<file path="src/rtl/rotate_issue_ctrl.sv">
// Sequential front-end for the 16-bit combinational rotate-right stage: buffers
// requests in a small FIFO, drives the rotator and registers its result.
module rotate_issue_ctrl #(
  parameter int DATA_W     = 16,
  parameter int AMT_W      = 4,
  parameter int FIFO_DEPTH = 2
) (
  input  logic              clk,
  input  logic              rst_n,
  input  logic              in_valid,
  output logic              in_ready,
  input  logic [DATA_W-1:0] in_data,
  input  logic [AMT_W-1:0]  in_amt,
  input  logic              in_sweep,
  output logic [DATA_W-1:0] rot_data,
  output logic [AMT_W-1:0]  rot_amt,
  input  logic [DATA_W-1:0] rot_f,
  output logic              out_valid,
  input  logic              out_ready,
  output logic [DATA_W-1:0] out_f,
  output logic [AMT_W-1:0]  out_amt,
  output logic              out_last,
  output logic              busy
);

  localparam int PTR_W = (FIFO_DEPTH > 1) ? $clog2(FIFO_DEPTH) : 1;
  localparam int CNT_W = $clog2(FIFO_DEPTH + 1);
  localparam int ENT_W = DATA_W + AMT_W + 1;

  typedef enum logic [1:0] {
    IDLE  = 2'd0,
    ISSUE = 2'd1,
    SWEEP = 2'd2
  } state_t;

  logic [ENT_W-1:0]  fifo_mem_r [FIFO_DEPTH];
  logic [PTR_W-1:0]  wr_ptr_r, rd_ptr_r;
  logic [CNT_W-1:0]  count_r;
  state_t            state_r;
  logic [DATA_W-1:0] op_data_r;
  logic [AMT_W-1:0]  cur_amt_r;
  logic              out_valid_r, out_last_r;
  logic [DATA_W-1:0] out_f_r;
  logic [AMT_W-1:0]  out_amt_r;

  logic              push_s, pop_s, capture_s, sweep_end_s;
  logic [DATA_W-1:0] head_data_s;
  logic [AMT_W-1:0]  head_amt_s;
  logic              head_sweep_s;

  function automatic logic [PTR_W-1:0] ptr_inc(input logic [PTR_W-1:0] p);
    if (p == PTR_W'(FIFO_DEPTH - 1)) return {PTR_W{1'b0}};
    else                             return p + {{(PTR_W-1){1'b0}}, 1'b1};
  endfunction

  assign in_ready    = (count_r != CNT_W'(FIFO_DEPTH));
  assign push_s      = in_valid && in_ready;
  assign pop_s       = (state_r == IDLE) && (count_r != {CNT_W{1'b0}});
  assign capture_s   = (state_r != IDLE) && (!out_valid_r || out_ready);
  assign sweep_end_s = (cur_amt_r == {AMT_W{1'b1}});

  assign {head_data_s, head_amt_s, head_sweep_s} = fifo_mem_r[rd_ptr_r];

  assign rot_data  = op_data_r;
  assign rot_amt   = cur_amt_r;
  assign out_valid = out_valid_r;
  assign out_f     = out_f_r;
  assign out_amt   = out_amt_r;
  assign out_last  = out_last_r;
  assign busy      = (count_r != {CNT_W{1'b0}}) || (state_r != IDLE) || out_valid_r;

  // Request FIFO storage, pointers and occupancy count
  always_ff @(posedge clk or negedge rst_n) begin
    if (!rst_n) begin
      for (int i = 0; i < FIFO_DEPTH; i++) fifo_mem_r[i] <= {ENT_W{1'b0}};
      wr_ptr_r <= {PTR_W{1'b0}};
      rd_ptr_r <= {PTR_W{1'b0}};
      count_r  <= {CNT_W{1'b0}};
    end else begin
      if (push_s) begin
        fifo_mem_r[wr_ptr_r] <= {in_data, in_amt, in_sweep};
        wr_ptr_r             <= ptr_inc(wr_ptr_r);
      end
      if (pop_s) rd_ptr_r <= ptr_inc(rd_ptr_r);
      case ({push_s, pop_s})
        2'b10:   count_r <= count_r + {{(CNT_W-1){1'b0}}, 1'b1};
        2'b01:   count_r <= count_r - {{(CNT_W-1){1'b0}}, 1'b1};
        default: count_r <= count_r;
      endcase
    end
  end

  // Issue FSM plus output register; a capture and a drain may share a cycle
  always_ff @(posedge clk or negedge rst_n) begin
    if (!rst_n) begin
      state_r     <= IDLE;
      op_data_r   <= {DATA_W{1'b0}};
      cur_amt_r   <= {AMT_W{1'b0}};
      out_valid_r <= 1'b0;
      out_f_r     <= {DATA_W{1'b0}};
      out_amt_r   <= {AMT_W{1'b0}};
      out_last_r  <= 1'b0;
    end else begin
      case (state_r)
        IDLE: begin
          if (pop_s) begin
            op_data_r <= head_data_s;
            if (head_sweep_s) begin
              cur_amt_r <= {AMT_W{1'b0}};
              state_r   <= SWEEP;
            end else begin
              cur_amt_r <= head_amt_s;
              state_r   <= ISSUE;
            end
          end
        end
        ISSUE: begin
          if (capture_s) state_r <= IDLE;
        end
        SWEEP: begin
          if (capture_s) begin
            if (sweep_end_s) state_r <= IDLE;
            else             cur_amt_r <= cur_amt_r + {{(AMT_W-1){1'b0}}, 1'b1};
          end
        end
        default: state_r <= IDLE;
      endcase

      if (capture_s) begin
        out_f_r     <= rot_f;
        out_amt_r   <= cur_amt_r;
        out_valid_r <= 1'b1;
        out_last_r  <= (state_r == ISSUE) || sweep_end_s;
      end else if (out_ready) begin
        out_valid_r <= 1'b0;
      end
    end
  end

endmodule

</file>
<file path="config.mk">
export PLATFORM = sky130hd
export DESIGN_NAME = rotate_issue_ctrl
export DESIGN_NICKNAME = d
export VERILOG_FILES = /design/src/rtl/rotate_issue_ctrl.sv
export SDC_FILE = /design/constraint.sdc
export NUM_CORES = 1
export LEC_CHECK = 0
export BUFFER_PORTS_ARGS = -buffer_cell sky130_fd_sc_hd__buf_2
export CELL_PAD_IN_SITES_DETAIL_PLACEMENT = 1
export CELL_PAD_IN_SITES_GLOBAL_PLACEMENT = 2
export CORE_ASPECT_RATIO = 1.75
export CORE_MARGIN = 3
export CORE_UTILIZATION = 32
export DETAILED_ROUTE_END_ITERATION = 8
export MAX_ROUTING_LAYER = met4
export PLACE_DENSITY_LB_ADDON = 0.1
export SYNTH_ARGS = -nofsm -noshare
export SYNTH_HDL_FRONTEND = slang
export SYNTH_SLANG_ARGS = --single-unit
</file>
<file path="constraint.sdc">
create_clock -name clk -period 1.6 [get_ports clk]
set_input_delay 0.08 -clock clk [delete_from_list [all_inputs] [get_ports clk]]
set_output_delay 0.08 -clock clk [all_outputs]
set_load 0.02 [all_outputs]
</file>
==> results.md, run 1 <==
* Outcome: complete, but fails checks
* Failing checks: negative setup slack
* Gpl congestion at 0.763
* Fin crit share at 102%
* Slew Viols, Final at 0
* Comb power frac at 45.0%
* Routed WL per cell at 15.8 um
* Crit Path Max Fanout at 4
* P_sw at 0.00409 W
* GRT busiest layer: met2
* Starting density of the core at 33.0%
* Met1 GRT Util at 15.6%
* Largest net degree at the start of global routing at 36
* Reg2Reg Depth at 4
* Slew @ Worst Pin at 0.396 ns
* Finish-stage setup viols at 1
* 1st-iter DRT viols at 50
* R2R Setup Slk at 0.06 ns
* CP cell instances: buf_6 > or4_4 > buf_6
* IO Count at 85
* Grt met2 use at 26.5%
* Slew headroom at 73.6%
* CP max stage delay at 0.52 ns
* Slowest cell on the critical path: or4_4
* Final Hold Violating Endpoints at 0
* IO Port Bufs at 84
* Crit path kind: reg2out
* Synthesized area at 0.00371 mm2
* Synthesized net count at 316
* Final-stage net count at 455
* Fmax at 0.616 GHz
* Global-route wire length before repair at 14.3 mm
* Setup TNS at -0.0245 ns
* Register area share after synthesis at 60.7%
* Filler Cell Count at 1,203
* Hpwl dp at 6.14 mm
* Mean Syn Cell Area at 13.6 um2
* Worst EP required at 1.52 ns
* Startpoint Class: register
* Distinct cells, synth at 35
* Yosys top cell by area: dfrtp_1
* Hold EP: fifo_mem_r[21]
* Worst hold margin at 0.0204 ns
* Hold Startpoint: in_sweep
* Cells after synthesis at 273
* GRT met3 Usage at 2.44%
* Antenna Violating Nets Remaining at 0
* DR DRC count at 0
* Top-area cell type share of the netlist area at 60.7%
* Vias in the first global route at 2,926
* Crit path capture type: primary output
* Ant diodes at 0
* Clock skew at 0.0103 ns
* DR pass1 iterations at 4
* Area after DPL at 0.00443 mm2
* Total global-route track usage at 14.7%
* Async S/R FF share, synth at 100%
* Via count at 2,645
* Clk_lat worst skew at 0.34 ns
* Top FF cell, synth: dfrtp_1
* Worst-path clk slew at 0.06 ns
* Proportion of layout cells with a drive suffix above 1 at 39.8%
* Rows at 51
* # H-tree levels at 3
* Top cells by area, synth: dfrtp_1 61%, mux2_2 11%, mux2_1 8.5%, mux2i_1 5.1%, nand2_1 2.6%
* Die footprint at 0.0130 mm2
* Core box area at 0.0112 mm2
* Most frequent cell after synthesis: dfrtp_1
* Root buffer selected by CTS: clkbuf_16
* FF+latch count, synth at 90
* Family with the most delay on the worst path: simple AND/OR/NAND/NOR gates
* Switching Fraction at 36.3%
* CTS Buf Count at 9
* CTS tree: yes
* Number of max-cap violations at 0
* Period minus WS final at 1.62 ns
* Lkg Pwr at 2.41 nW
* Post-synth top cells: 90 x dfrtp_1, 35 x mux2_2, 28 x mux2_1, 26 x nand2_1, 19 x mux2i_1
* Area of the multi-input gates at 0.00140 mm2
* Share of power burned in registers at 35.8%
* # clock sinks at 90
* WHS Path Cells at 2
* RSZ-0062 raised after global routing: true
* Total routed wirelength at 8.69 mm
* Max VDD drop at 1010 uV
* Int Power at 0.00718 W
* Initial antenna violation count at 0
* Final worst setup slack at -0.0245 ns
* Sequential cell area at 0.00225 mm2
* Clk buf depth at 2
* Die Height at 148 um
* Final Core Density at 45.9%
* Synthesis-to-finish area growth at 39.1%
* Post-DR vias/cell at 4.82
* Number of synthesized flops with an enable pin at 0
* GRT overflow at 0
* Clk pwr share at 19.2%
* Reg-to-Reg Start: rot_amt[0]
* Crit Reg-Reg Endpoint: rot_amt[1]
* Worst Hold Class: in2reg
* Chip width at 87.4 um
* PD cells at 2190 mW/mm2
* Most common cell on crit path: buf_6
* Critical path buffers and inverters at 2
* Warnings from Yosys at 0
* Final instance area at 0.00516 mm2
* Worst EP arrival at 1.54 ns
==> layer usage <==
metal | up-vias | part of all wire (%)
met5 | - | 0
met4 | 0 | 1.8
met3 | 12 | 4.1
met2 | 67 | 55
met1 | 1324 | 39
li1 | 1242 | -
==> layout by cell type (no fill, tap or decap), types with 2 or more instances in the layout <==
| master | Yosys | final |
|---|---|---|
| dfrtp_1 | 90 | 90 |
| clkinvlp_4 | 0 | 2 |
| buf_2 | 9 | 82 |
| dlygate4sd3_1 | 0 | 35 |
| mux2_2 | 35 | 35 |
| inv_1 | 6 | 6 |
| buf_4 | 0 | 16 |
| o21ai_1 | 12 | 11 |
| nor2b_1 | 2 | 2 |
| mux2i_1 | 19 | 19 |
| clkbuf_16 | 0 | 9 |
| a21oi_1 | 2 | 2 |
| xnor2_1 | 4 | 4 |
| buf_12 | 0 | 5 |
| nor2_1 | 5 | 3 |
| nand2_1 | 26 | 25 |
| nand3_1 | 3 | 3 |
| mux2_1 | 28 | 28 |
| buf_6 | 1 | 3 |
| clkbuf_8 | 0 | 2 |
| o21ai_0 | 7 | 7 |
| ha_1 | 2 | 2 |
==> sequential cells by signal, indices dropped and copies added (netlist names), 2 cells and up <==
name / cells
state_r: 2
rot_data: 16
fifo_mem_r: 42
count_r: 2
rot_amt: 4
out_amt: 4
out_f: 16
==> area by class of cell <==
class                   instances  share of cell area (%)
repair buffers                141                    19.7
well taps                     132                    3.20
inverters                       6                   0.437
clock buffers                  12                    4.97
multi-input cells             164                    27.1
flip-flops and latches         90                    43.7
clock inverters                 4                   0.971
==> cells by family after synthesis <==
logic type / Yosys count / share of synthesized area, %
xor+xnor: 5 / 1.18
simple gates: 43 / 5.06
fa+ha+maj: 2 / 0.675
mux: 83 / 24.7
compound gates: 31 / 5.23
buf+inv: 19 / 2.43
flops: 90 / 60.7
==> worst max path at each step <==
stage | endpoint | from | slack [ns] | cells past startpoint
floorplan | rot_amt[1] | rot_amt[0] | 0.02 | 4
global placement | rot_amt[0] | count_r[1] | 0.008 | 5
detailed placement | rot_amt[0] | count_r[1] | -0.02 | 5
CTS | busy | state_r[1] | -0.05 | 3
global route | busy | state_r[1] | -0.08 | 3
finish | busy | state_r[1] | -0.02 | 3
==> timing repair <==
action,4_1_cts,5_1_grt
resized for setup,5,5
pin swaps,0,1
gates cloned,0,0
buffers inserted,3,1
hold buffers,34,1
hold endpoints to repair,73,1
endpoints found under the setup margin,2,30
==> power by group through the flow <==
stage	clock, W	combinational, W	sequential [W]
detailed placement	0	0.00497	0.00411
floorplan	0	0.00263	0.00466
finish	0.00216	0.00507	0.00404
global route	0.00235	0.00561	0.00420
CTS	0.00224	0.00514	0.00406
global placement	0	0.00487	0.00403
==> through the flow <==
stage	cells	setup slack (ns)	total power, W
3_3_place_gp	494	0.00792	0.00890
3_5_place_dp	494	-0.0178	0.00908
4_1_cts	547	-0.0470	0.0114
2_1_floorplan	273	0.0177	0.00729
5_1_grt	549	-0.0779	0.0122
6_report	549	-0.0245	0.0113
(Power assumes the default switching activity.)
==> run 2: changes to the inputs <==
--- a/config.mk
+++ b/config.mk
@@ -12,7 +12,6 @@
 export CORE_MARGIN = 3
 export CORE_UTILIZATION = 32
 export DETAILED_ROUTE_END_ITERATION = 8
-export MAX_ROUTING_LAYER = met4
 export PLACE_DENSITY_LB_ADDON = 0.1
 export SYNTH_ARGS = -nofsm -noshare
 export SYNTH_HDL_FRONTEND = slang
==> run 2 against run 1 <==
  * The flow still finishes with violations (negative setup slack)
  * Flip-flop and latch count is the same
  * Cell count is the same
  * Setup slack lost 0.0024 ns
  * Critical path depth is the same
  * Power grew 0.12%
  * Sequential share of layout area is the same
  * Combinational power is essentially flat
  * Fmax shrank 0.15%
  * Wire length grew 0.35%
  * Largest power group unchanged
==> results.md, run 2 (synthesis gave the netlist of run 1 again) <==
* Chip width at 87.4 um
* Outcome: complete, but fails checks
* Antenna Violating Nets Remaining at 0
* Ant diodes at 0
* Crit path capture type: primary output
* DR DRC count at 0
* Root buffer selected by CTS: clkbuf_16
* Grt met2 use at 26.4%
* CTS tree: yes
* Clock skew at 0.0135 ns
* Starting density of the core at 33.0%
* Hpwl dp at 6.14 mm
* Clk buf depth at 2
* Total routed wirelength at 8.72 mm
* Worst Hold Class: in2reg
* Total global-route track usage at 14.3%
* Share of power burned in registers at 35.8%
* Global-route wire length before repair at 14.3 mm
* 1st-iter DRT viols at 65
* Area after DPL at 0.00443 mm2
* GRT overflow at 0
* Fmax at 0.615 GHz
* Reg-to-Reg Start: rot_amt[0]
* Reg2Reg Depth at 4
* Switching Fraction at 36.4%
* Worst EP arrival at 1.55 ns
* DR pass1 iterations at 4
* GRT busiest layer: met2
* Clk_lat worst skew at 0.34 ns
* Startpoint Class: register
* Rows at 51
* Critical path buffers and inverters at 2
* Synthesis-to-finish area growth at 39.1%
* CTS Buf Count at 9
* Lkg Pwr at 2.41 nW
* Crit Reg-Reg Endpoint: rot_amt[1]
* IO Port Bufs at 84
* Final instance area at 0.00516 mm2
* Flip-flop count of the largest register after layout at 42
* Family with the most delay on the worst path: simple AND/OR/NAND/NOR gates
* Crit path kind: reg2out
* Int Power at 0.00718 W
* Most flops, register: fifo_mem_r
* Hold Startpoint: in_sweep
* Final-stage net count at 455
* Slew headroom at 72.5%
* Proportion of layout cells with a drive suffix above 1 at 39.8%
* Worst EP required at 1.52 ns
* Fin crit share at 102%
* Vias in the first global route at 2,921
* Commonest non-fill, non-tap cell in the layout: dfrtp_1
* Period minus WS final at 1.63 ns
* Failing checks: negative setup slack
* Slew Viols, Final at 0
* Worst hold margin at 0.0177 ns
* Die Height at 148 um
* Crit Path Max Fanout at 4
* Clk pwr share at 19.2%
* CP cell instances: buf_6 > or4_4 > buf_6
* Gpl congestion at 0.753
* Commonest non-fill, non-tap cells in the layout: 90 x dfrtp_1, 82 x buf_2, 35 x mux2_2, 35 x dlygate4sd3_1, 28 x mux2_1
* Number of max-cap violations at 0
* Core box area at 0.0112 mm2
* Worst-path clk slew at 0.07 ns
* GRT met3 Usage at 2.77%
* CP max stage delay at 0.52 ns
* PD cells at 2190 mW/mm2
* Max VDD drop at 1010 uV
* Placement Setup Slack at -0.0178 ns
* Post-DR vias/cell at 4.81
* Slew @ Worst Pin at 0.413 ns
* Final worst setup slack at -0.0269 ns
* Largest net degree at the start of global routing at 36
* IO Count at 85
* Comb power frac at 45.0%
* Final Hold Violating Endpoints at 0
* RSZ-0062 raised after global routing: true
* # H-tree levels at 3
* P_sw at 0.00410 W
* Slowest cell on the critical path: or4_4
* # clock sinks at 90
* R2R Setup Slk at 0.06 ns
* Routed WL per cell at 15.9 um
* Die footprint at 0.0130 mm2
* Hold EP: fifo_mem_r[0]
* Met1 GRT Util at 15.4%
* Initial antenna violation count at 0
* Most common cell on crit path: buf_6
* Finish-stage setup viols at 1
* WHS Path Cells at 2
* Via count at 2,641
## run 2: worst max path at each step
| stage | from | endpoint | slack, ns | cells after the start |
|---|---|---|---|---|
| after floorplan | rot_amt[0] | rot_amt[1] | 0.02 | 4 |
| after global placement | count_r[1] | rot_amt[0] | 0.008 | 5 |
| after detailed placement | count_r[1] | rot_amt[0] | -0.02 | 5 |
| after CTS | state_r[1] | busy | -0.05 | 3 |
| after global routing | state_r[1] | busy | -0.08 | 3 |
| final | state_r[1] | busy | -0.03 | 3 |
## run 2: through the flow
step	power, W	std cells	setup TNS (ns)	util (%)
2_1_floorplan	0.00729	273	0	-
3_3_place_gp	0.00890	494	0	39.5
3_5_place_dp	0.00908	494	-0.0178	39.5
4_1_cts	0.0114	547	-0.0470	45.6
5_1_grt	0.0122	549	-0.147	45.9
6_report	0.0113	549	-0.0269	45.9
## run 2: power groups by stage
stage | Clock, W | Combinational [W] | Sequential [W]
2_1_floorplan | 0 | 0.00263 | 0.00466
3_3_place_gp | 0 | 0.00487 | 0.00403
3_5_place_dp | 0 | 0.00497 | 0.00411
4_1_cts | 0.00224 | 0.00514 | 0.00406
5_1_grt | 0.00235 | 0.00561 | 0.00420
6_report | 0.00217 | 0.00507 | 0.00404
## run 2: repair_timing
item | in CTS | in global routing
hold buffers | 34 | 1
gates resized for setup | 5 | 5
pin swaps | 0 | 1
setup endpoints to repair | 2 | 30
endpoints found under the hold margin | 73 | 1
buffers inserted | 3 | 1
## run 2: routing by layer
| layer | routed length (um) | part of all wire (%) |
|---|---|---|
| met1 | 3430 | 39 |
| met2 | 4740 | 54 |
| met3 | 398 | 4.6 |
| met4 | 153 | 1.8 |
| met5 | 0 | 0 |
## run 2: area by class of cell
type,instances,area [um2]
Tap cell,132,165
Inverter,6,22.5
Fill cell,1203,6070
Clock buffer,12,256
Sequential cell,90,2250
Multi-Input combinational cell,164,1400
Clock inverter,4,50.0
Timing Repair Buffer,141,1010
